<file path="config.mk">
export PLATFORM = sky130hd
export DESIGN_NAME = mem_arbiter
export DESIGN_NICKNAME = d
export VERILOG_FILES = /design/src/rtl/mem_arbiter_pkg.sv /design/src/rtl/mem_arbiter.sv
export SDC_FILE = /design/constraint.sdc
export NUM_CORES = 1
export LEC_CHECK = 0
export CAP_MARGIN = 20
export CORE_AREA = 10 10 533 535
export DETAILED_ROUTE_END_ITERATION = 8
export DIE_AREA = 0 0 543 545
export PLACE_DENSITY_LB_ADDON = 0.08
export RECOVER_POWER = 25
export SETUP_SLACK_MARGIN = 0.3
export SLEW_MARGIN = 40
export SYNTH_ARGS = -nofsm -noshare
export SYNTH_HDL_FRONTEND = slang
export SYNTH_SLANG_ARGS = --single-unit
</file>
<file path="constraint.sdc">
create_clock -name clk -period 14.35 [get_ports clk]
set_input_delay 2.87 -clock clk [delete_from_list [all_inputs] [get_ports clk]]
set_output_delay 2.87 -clock clk [all_outputs]
set_load 0.03 [all_outputs]
</file>
<file path="src/rtl/mem_arbiter_pkg.sv">
// Shared types for the L1-to-adaptor line-request arbiter.
package arb_types;

    typedef enum logic [1:0] {
        ARB_IDLE,
        ARB_SERVE_I,
        ARB_SERVE_D
    } arb_state_t;

    typedef enum logic {
        ARB_PORT_I,
        ARB_PORT_D
    } arb_port_t;

    localparam int LINE_W = 256;

endpackage

</file>
<file path="src/rtl/mem_arbiter.sv">
// Arbitrates icache/dcache line requests onto the single cacheline adaptor.
// Define ARB_ROUND_ROBIN_EN for round-robin ties; default is fixed dcache priority.
module mem_arbiter
    import arb_types::*;
#(
    parameter int LINE_W = arb_types::LINE_W,
    parameter int ADDR_W = 32
) (
    input  logic              clk,
    input  logic              rst,

    input  logic              i_pmem_read,
    input  logic [ADDR_W-1:0] i_pmem_address,
    output logic [LINE_W-1:0] i_pmem_rdata,
    output logic              i_pmem_resp,

    input  logic              d_pmem_read,
    input  logic              d_pmem_write,
    input  logic [ADDR_W-1:0] d_pmem_address,
    input  logic [LINE_W-1:0] d_pmem_wdata,
    output logic [LINE_W-1:0] d_pmem_rdata,
    output logic              d_pmem_resp,

    output logic              pmem_read_c,
    output logic              pmem_write_c,
    output logic [ADDR_W-1:0] pmem_address_c,
    output logic [LINE_W-1:0] pmem_wdata_c,
    input  logic [LINE_W-1:0] pmem_rdata_c,
    input  logic              pmem_resp_c
);

    arb_state_t        state_q, state_d;
    arb_port_t         last_grant_q, last_grant_d;
    logic              op_write_q, op_write_d;
    logic [ADDR_W-1:0] addr_q, addr_d;
    logic [LINE_W-1:0] wdata_q, wdata_d;
    logic              i_pend, d_pend, grant_d_port;

    always_ff @(posedge clk or posedge rst) begin
        if (rst) begin
            state_q      <= ARB_IDLE;
            last_grant_q <= ARB_PORT_I;
            op_write_q   <= 1'b0;
            addr_q       <= '0;
            wdata_q      <= '0;
        end else begin
            state_q      <= state_d;
            last_grant_q <= last_grant_d;
            op_write_q   <= op_write_d;
            addr_q       <= addr_d;
            wdata_q      <= wdata_d;
        end
    end

    always_comb begin
        i_pend = i_pmem_read;
        d_pend = d_pmem_read | d_pmem_write;
`ifdef ARB_ROUND_ROBIN_EN
        // Tie goes to whichever port was not served last.
        grant_d_port = d_pend & (~i_pend | (last_grant_q == ARB_PORT_I));
`else
        grant_d_port = d_pend;
`endif

        state_d      = state_q;
        last_grant_d = last_grant_q;
        op_write_d   = op_write_q;
        addr_d       = addr_q;
        wdata_d      = wdata_q;
        i_pmem_resp  = 1'b0;
        d_pmem_resp  = 1'b0;

        case (state_q)
            ARB_IDLE: begin
                if (grant_d_port) begin
                    state_d      = ARB_SERVE_D;
                    last_grant_d = ARB_PORT_D;
                    op_write_d   = d_pmem_write;
                    addr_d       = d_pmem_address;
                    // Reads carry no payload, so the adaptor sees a zero line.
                    wdata_d      = d_pmem_write ? d_pmem_wdata : '0;
                end else if (i_pend) begin
                    state_d      = ARB_SERVE_I;
                    last_grant_d = ARB_PORT_I;
                    op_write_d   = 1'b0;
                    addr_d       = i_pmem_address;
                    wdata_d      = '0;
                end
            end
            ARB_SERVE_I: begin
                if (pmem_resp_c) begin
                    i_pmem_resp = 1'b1;
                    state_d     = ARB_IDLE;
                end
            end
            ARB_SERVE_D: begin
                if (pmem_resp_c) begin
                    d_pmem_resp = 1'b1;
                    state_d     = ARB_IDLE;
                end
            end
            default: state_d = ARB_IDLE;
        endcase
    end

    assign pmem_read_c    = (state_q != ARB_IDLE) & ~op_write_q;
    assign pmem_write_c   = (state_q != ARB_IDLE) &  op_write_q;
    assign pmem_address_c = addr_q;
    assign pmem_wdata_c   = wdata_q;
    assign i_pmem_rdata   = pmem_rdata_c;
    assign d_pmem_rdata   = pmem_rdata_c;

endmodule

</file>
==> results.md <==
* Status: complete, but fails checks
* Violated checks: capacitance limit, slew limit
* Clk pin slew, worst setup/hold paths at ~50 ps
* TritonRoute pass-1 iters at 5
* Num CTS Buffers at 53
* Syn Nets at 2,369
* Buf/Inv on CP at 3
* HPWL Detailed at about 110 mm
* Worst setup EP type: asynchronous set/reset pin
* Grt total ovfl at 0
* Vias in the first global route at about 13,000
* Clk_skew at 35.9 ps
* Uppermost layer routed: met5
* Die width at 543 µm
* Period utilization at ~58%
* Row count at 192
* Initial core utilization at 5.75%
* Setup WS post-layout at ~6000 ps
* TNS Setup at 0 ps
* RSZ-0062 raised after global routing: no
* Final hold violation count at 0
* Max transition margin at -146%
* Setup CP Type: input port to asynchronous set/reset pin
* Power Density at between 200 and 300 nW/µm²
* Cts repair resizes at 0
* Pre-CTS setup slack at ~7200 ps
* Crit-path slowest cell: clkbuf_1
* Worst-case clock buffer depth at 3
* Initial DRC Count at 429
* Postcts setup bufs at 0
* Gr usage total at a little under 9%
* Clk sink count at 291
* DR vias/cell at approximately 2.2
* Worst VDD drop at 0.117 mV
* Final ANT Viol Nets at 0
* Sequential fraction of the synthesis area at a little under half
* Post-Route WL at 136 mm
* Clk Latency, worst-skew pair at around 690 ps
* Core ar. at roughly 270,000 µm²
* Routed len/inst at roughly 25 µm
* Path type of the worst min-delay path: flop to flop
* Static Leak at roughly 9.5 nW
* Ys Warns at 0
* Via Count at between 10,000 and 15,000
* Layout cells sized above 1 at between 4 and 5%
* Fin nets at around 2,500
* CTS tree: yes
* IO Count at ~1,400
* CP top delay family: buffers and inverters
* Netlist cell types at 24
* Wire length on met2 at between 60 and 70 mm
* Final setup viols at 0
* CTS root buffer: clkbuf_16
* Critical Path Max Stage Delay at 2700 ps
* Overall die height at roughly 550 µm
* Synth Area per Inst at about 9 µm²
* Die area at between 200,000 and 300,000 µm²
* Finished Layout Cells at between 5,000 and 6,000
* Port-buffer cells at roughly 620
* Area grow syn2layout at 52.3%
* Inst Count DP at 5,402
* Max frequency at between 100 and 150 MHz
* Initial antenna violation count at 31
* Crit path max fanout at 63
* Number of max-cap violations at 8
* Met3 routed WL at between 20 and 25 mm
* Worst Tran Pin Value at between 3000 and 4000 ps
* Most frequent cells in the layout: clkdlybuf4s50_1, nand2_1, dfrtp_1
* WP data arrival at about 8200 ps
* WP data required at between 10,000 and 15,000 ps
* Largest net degree at the start of global routing at approximately 130
* Most common cell after layout, fill and taps aside: clkdlybuf4s50_1
* Fin crit period at approximately 8300 ps
* Post-route DRC at 0
* Flops & latches, synth at 291
* Final Max Tran Viols at between 300 and 400
* CTS Hold Buffers Added at 0
* Syn Std Cell Area at roughly 16,000 µm²
* Depth of the CTS H-tree at 2
* Placer Congestion at about 0.66
* Fill cell count at between 30,000 and 40,000
* Sequence of cells on the critical path: dlygate4sd3_1, clkinvlp_2, clkbuf_1
* Startpoint types: input port
* First-pass GRT wire length at ~170 mm
* Cells after Synth at approximately 1,800
* M1 wire length at between 40 and 50 mm
-- tightest hold or removal path: stages (launching register included) --
cell and delay [ps]:
dfrtp_1 330, nand2_1 50, nand2_1 50
-- routing by layer --
metal | GRT usage (%) | up-vias
met5 | 0.385 | -
met4 | 3.70 | 20
met3 | 6.85 | 326
met2 | 13.7 | 962
met1 | 8.31 | 5624
li1 | - | 5342
-- cells in the mapped netlist (all sizes together) --
library cell	instances	area, µm²
nand2	546	2050
buf	569	4290
o21ai	33	165
a22o	1	8.76
clkbuf	39	151
dfrtp	291	7280
nor2	2	15.0
and2	2	12.5
inv	4	15.0
o31ai	1	21.3
mux2i	32	320
ha	3	37.5
nor2b	1	6.26
a21oi	2	10.0
o2bb2ai	1	8.76
nand2b	1	6.26
nand3	256	1280
-- registers in the layout (all words and copies together) (netlist names) --
register / count
op_write_q: 1
state_q: 2
pmem_wdata_c: 256
pmem_address_c: 32
-- logic make-up (layout without fill, tap and decap cells) --
| logic type | count (synthesis) | count (layout) | synth area share [%] |
|---|---|---|---|
| AOI/OAI and AO/OA | 38 | 38 | 1.36 |
| adders and majority gates | 3 | 3 | 0.239 |
| buffers and inverters | 612 | 736 | 28.4 |
| DFF | 291 | 291 | 46.4 |
| muxes | 32 | 32 | 2.04 |
| other | 0 | 4 | 0 |
| and+or+nand+nor | 808 | 808 | 21.5 |
-- final timing paths --
| check | slack, ps | endpoint | start | depth (start not counted) |
|---|---|---|---|---|
| worst max-delay path | 6030 | pmem_wdata_c[109] | rst | 3 |
| worst min-delay path | 460 | pmem_wdata_c[184] | pmem_wdata_c[184] | 2 |
| worst max register to register | 8350 | pmem_wdata_c[46] | state_q[1] | 10 |
| worst min register to register | 460 | pmem_wdata_c[184] | pmem_wdata_c[184] | 2 |
| max in group clk | 6260 | pmem_wdata_c[46] | d_pmem_read | 9 |
| min in group asynchronous | 3750 | pmem_wdata_c[249] | rst | 2 |
-- per-stage QoR --
step	util, %	hold WS (ps)	total power (W)	cell area [µm²]
global placement	8.10	454	0.00485	22100
floorplan	-	479	0.00326	15700
finish	8.75	461	0.00597	23900
CTS	8.76	467	0.00628	23900
global route	8.75	481	0.00646	23900
detailed placement	8.11	455	0.00484	22100
-- report_power, final --
group | internal [W] | leakage (nW) | switching [W]
Sequential | 0.00123 | 3.73 | 0.000227
Combinational | 0.000977 | 4.87 | 0.00220
Clock | 0.000804 | 0.850 | 0.000543
-- final cells by class --
cell class / instances / area (µm²) / area share (%)
tap: 3589 / 4490 / 18.8
clock inverter: 10 / 181 / 0.760
timing repair buffer: 640 / 6380 / 26.7
inverter: 4 / 16.3 / 0.0681
multi-input combinational: 881 / 3940 / 16.5
sequential: 291 / 7280 / 30.5
antenna: 4 / 10.0 / 0.0419
clock buffer: 82 / 1580 / 6.60
Note: power is estimated with default switching activity, not from simulation.
==> patch 1: new RTL, config.mk and constraints unchanged <==
The option `ARB_ROUND_ROBIN_EN` is turned on by a define.
--- a/src/rtl/mem_arbiter.sv
+++ b/src/rtl/mem_arbiter.sv
@@ -1,4 +1,6 @@
 // Arbitrates icache/dcache line requests onto the single cacheline adaptor.
 // Define ARB_ROUND_ROBIN_EN for round-robin ties; default is fixed dcache priority.
+`define ARB_ROUND_ROBIN_EN
+
 module mem_arbiter
     import arb_types::*;
Function: not settled (the Yosys comparison gave no result); the edit may change what the design does.
==> patch 1 against the original RTL <==
- the run still ends with max-capacitance violations, max-slew violations left
- final cell count fell by 9.5%
- register-to-register slack improved by 0.15 ns
- setup slack improved by 0.0097 ns
- synthesized area fell by 7.4%
- power fell by 8.9%
- final area fell by 5.1%
- synthesized cell count fell by 30%
- routed wire length fell by 37%
- count of clock-buffer cells in the layout fell by 7
- sequential cell count rose by 1
- global-route usage fell by 3.1 points
- critical endpoint is now pmem_wdata_c[46]
==> patch 1: results (changes against the original RTL) <==
stage;metric;value;unit;change
route;Residual DRC;0;;unchanged
clock_tree;CTS resizes;0;;unchanged
critical_path;Crit path arrival time;8.87;ns;+0.63 ns
finish;Final Non-Filler Cells;4978;;-9.5%
yosys;Synth Net Count;1832;;-23%
worst_hold_path;Hold WC Path Type;reg2reg;;
clock_tree;clk_lat worst skew;0.65;ns;-0.04 ns
finish;nets;1936;;-21%
place;port bufs;617;;unchanged
route;drt via density;1.92;;-14%
place;worst slack at placement;7.17;ns;-0.0434 ns
global_route;met1 Use GR;5.24;%;-3.1 points
critical_path;worst-path fanout max;73;;+16%
global_route;met3 usage;4.18;%;-2.7 points
power;Worst VDD drop;0.0956;mV;-19%
clock_tree;Max Buffers Root-to-Sink;3;;unchanged
global_route;met2 usage;8.61;%;-5.1 points
route;drt total wl;86100;µm;-37%
place;placed cells;4888;;-9.5%
clock_tree;H-tree depth;2;;unchanged
route;DRC marker count from the first detailed-route iteration;352;;-18%
finish;fraction of layout cells with a size suffix above 1;5.84;%;+0.86 points
timing;clk_skew;0.0311;ns;-0.00481 ns
yosys;number of distinct library cells after synthesis;20;;-17%
global_route;initial antenna violation count;21;;-32%
yosys;fraction of registers with async set/reset;100;%;unchanged
power;Leakage Power;8.27;nW;-13%
yosys;main area contributors after synthesis;dfrtp_1 50%, buf_4 27%, a22o_1 16%, mux2i_1 2.2%, buf_2 1.9%;;
clock_tree;CTS clock-pin slew for the worst setup and hold paths;0.05;ns;about the same
timing;Max transition margin;-242;%;-96 points
yosys;Commonest cells post-synth;515 x buf_4, 292 x dfrtp_1, 259 x a22o_1;;
flow_run;max_cap viols;4;;-4
yosys;Syn Inst Count;1247;;-30%
global_route;vias in the first global route;11001;;-17%
clock_tree;cts bufs inserted;49;;-7.5%
finish;max reg flops;256;;unchanged
yosys;top_reg_cell synth;dfrtp_1;;
place;placed wire-length estimate;67200;µm;-39%
yosys;YS warnings;0;;unchanged
timing;pins over their slew limit;222;;-41%
place;routability cong.;0.642;;-2.9%
outcome;run status;finished with violations;;
clock_tree;CTS Root Cell;clkbuf_16;;
yosys;post-synth top area share;50.3;%;+3.9 points
global_route;pin count of the biggest net entering global routing;125;;unchanged
route;DR pass1 iterations;4;;-1
yosys;register area share after synthesis;50.3;%;+3.9 points
global_route;global-route wire length before repair;111000;µm;-34%
global_route;GRT Resource Usage Total;5.53;%;-3.1 points
outcome;failing checks;max-capacitance violations, max-slew violations;;
clock_tree;postcts setup bufs;0;;unchanged
==> patch 1: critical path: stages <==
cell	delay [ns]
dlygate4sd3_1	0.64
o31ai_1	0.65
clkbuf_1	0.49
clkbuf_1	0.44
clkbuf_1	1.95
buf_4	0.72
buf_6	0.60
a22o_1	0.24
==> patch 1: where the power goes <==
group          internal, mW  switching (mW)  leakage [nW]
Sequential             1.22           0.236          3.80
Combinational          1.04            1.76          3.72
Clock                 0.688           0.496         0.743
==> patch 1: cells by family (layout without fill, tap and decap cells) <==
group / count (synthesis) / in the layout / share of synthesized area, %
adder cells (fa/ha/maj): 3 / 3 / 0.259
AO/OA/AOI/OAI: 297 / 297 / 17.2
AND/OR/NAND/NOR: 41 / 41 / 1.14
flip-flops: 292 / 292 / 50.3
buffers and inverters: 582 / 722 / 28.9
multiplexers: 32 / 32 / 2.21
other: 0 / 2 / 0
==> patch 1: final cells by class <==
type	instances	area [µm²]
sequential	292	7310
fill	31617	250000
tap	3589	4490
multi-input combinational	373	3010
clock inverter	12	121
timing repair buffer	632	6300
inverter	3	12.5
clock buffer	75	1400
antenna	2	5.00
==> patch 1: through the flow <==
step	hold WS (ns)	area [µm²]	utilization, %
after floorplan	0.465	14500	-
after global placement	0.471	21100	7.75
after detailed placement	0.470	21200	7.76
after CTS	0.483	22700	8.32
after global routing	0.507	22700	8.30
final	0.478	22700	8.30
==> patch 1: worst paths after layout <==
kind	from	endpoint	slack (ns)	depth (start not counted)
worst max-delay path	d_pmem_write	pmem_wdata_c[46]	6.04	8
worst min-delay path	pmem_address_c[6]	pmem_address_c[6]	0.48	2
worst max register to register	state_q[0]	pmem_wdata_c[46]	8.50	9
worst min register to register	pmem_address_c[6]	pmem_address_c[6]	0.48	2
max in group asynchronous	rst	pmem_wdata_c[225]	7.31	4
min in group asynchronous	rst	pmem_wdata_c[31]	4.26	2
==> patch 1: routing by layer <==
| metal | part of all wire (%) | up-vias |
|---|---|---|
| met2 | 44 | 626 |
| li1 | - | 4036 |
| met4 | 5.8 | 14 |
| met3 | 16 | 253 |
| met1 | 34 | 4643 |
| met5 | 0.11 | - |
==> patch 2: new RTL, config.mk and constraints unchanged <==
Without the edit above. `addr_q` no longer has a reset.
--- a/src/rtl/mem_arbiter.sv
+++ b/src/rtl/mem_arbiter.sv
@@ -42,5 +42,4 @@
             last_grant_q <= ARB_PORT_I;
             op_write_q   <= 1'b0;
-            addr_q       <= '0;
             wdata_q      <= '0;
         end else begin
@@ -48,7 +47,10 @@
             last_grant_q <= last_grant_d;
             op_write_q   <= op_write_d;
-            addr_q       <= addr_d;
             wdata_q      <= wdata_d;
         end
+    end
+
+    always_ff @(posedge clk) begin
+        addr_q <= addr_d;
     end
 
Check against the original RTL: not equivalent (a bounded check fails within 4 cycles, from zero or initial values and one cycle with rst high).
==> patch 2 against the original RTL <==
- the flow still finishes with violations (max-capacitance violations, max-slew violations)
- power shrank 7.1%
- critical path type unchanged
- final area shrank 5.0%
- synthesized area shrank 7.6%
- first-iteration DRC count grew 0.23%
- routed wire length shrank 32%
- sequential cell count is the same
- setup slack gained 0.011 ns
==> patch 2: results (changes against the original RTL) <==
stage;metric;value;unit;change
critical_path;r2r startpoint;state_q[0];;
route;drt via density;1.92;;-14%
yosys;main area contributors after synthesis;dfrtp_1 45%, buf_4 27%, a22o_1 15%, edfxtp_1 6.6%, mux2_2 2.5%;;
timing;Hold Slack;0.501;ns;+0.0391 ns
global_route;pin count of the biggest net entering global routing;90;;-28%
timing;clk_skew;0.0266;ns;-0.00932 ns
finish;nets;1873;;-24%
global_route;GRT Resource Usage Total;5.95;%;-2.7 points
yosys;fraction of registers with async set/reset;89.0;%;-11 points
worst_hold_path;Worst Hold End;op_write_q;;
flow_run;max_cap viols;5;;-3
global_route;vias in the first global route;10616;;-20%
timing;Max transition margin;-152;%;-5.8 points
yosys;number of distinct library cells after synthesis;21;;-13%
route;drt total wl;92700;µm;-32%
yosys;EDFF count, synth;32;;+32
critical_path;worst-path fanout max;58;;-7.9%
timing;pins over their slew limit;221;;-42%
finish;fraction of layout cells with a size suffix above 1;8.87;%;+3.9 points
clock_tree;cts bufs inserted;50;;-5.7%
outcome;run status;finished with violations;;
place;routability cong.;0.644;;-2.6%
finish;area grow syn2layout;56.5;%;
outcome;failing checks;max-capacitance violations, max-slew violations;;
place;placed wire-length estimate;73800;µm;-34%
critical_path;R2R depth;6;;-4
route;DR pass1 iterations;4;;-1
worst_hold_path;Worst Hold Launch;op_write_q;;
finish;FILL cells;31553;;-0.62%
[patch 2: stage by stage]
step	cells	setup slack [ns]
2_1_floorplan	1177	4.35
3_3_place_gp	4820	7.19
3_5_place_dp	4825	7.24
4_1_cts	4919	7.23
5_1_grt	4920	5.04
6_report	4921	6.04
[patch 2: worst max-delay path by stage]
stage,slack (ns),to
floorplan,4.35,op_write_q
global placement,7.19,i_pmem_resp
detailed placement,7.24,i_pmem_resp
CTS,7.23,i_pmem_resp
global route,5.04,pmem_wdata_c[127]
finish,6.04,pmem_wdata_c[132]
[patch 2: area by class of cell]
class	count	share of cell area, %
clock buffer	75	6.33
multi-input combinational	308	12.1
clock inverter	19	0.899
sequential	291	32.8
tap	3589	19.8
inverter	5	0.0882
timing repair buffer	632	28.0
antenna	2	0.0221
[patch 2: power breakdown]
| group | switching, mW | leakage [nW] | total (mW) | internal (mW) |
|---|---|---|---|---|
| Clock | 0.530 | 0.798 | 1.26 | 0.730 |
| Combinational | 1.78 | 3.59 | 2.82 | 1.04 |
| Sequential | 0.231 | 3.65 | 1.47 | 1.24 |
| Total | 2.54 | 8.04 | 5.55 | 3.01 |
[patch 2: worst reg2reg max path: stages, from the launching register on]
cell	delay (ns)
dfrtp_1	0.37
inv_1	0.07
ha_1	0.30
nand2_1	2.46
buf_4	0.82
clkbuf_8	0.78
a22o_1	0.36
[patch 2: cell families (layout without fill, tap and decap cells)]
logic type      after synthesis  after routing  synth area share, %
mux                          32             32                 2.49
fa+ha+maj                     3              3                0.259
simple gates                 11             11                0.406
other cells                   0              2                    0
flops                       291            291                 51.3
compound gates              262            262                 15.7
buf+inv                     578            731                 29.8
[patch 2: per-layer routing]
layer / up-vias / track usage [%] / wire [µm]
met3: 220 / 4.15 / 14000
met2: 809 / 9.33 / 41400
li1: 3860 / - / -
met1: 4528 / 6.18 / 33500
met4: 12 / 2.34 / 3570
met5: - / 0.305 / 192
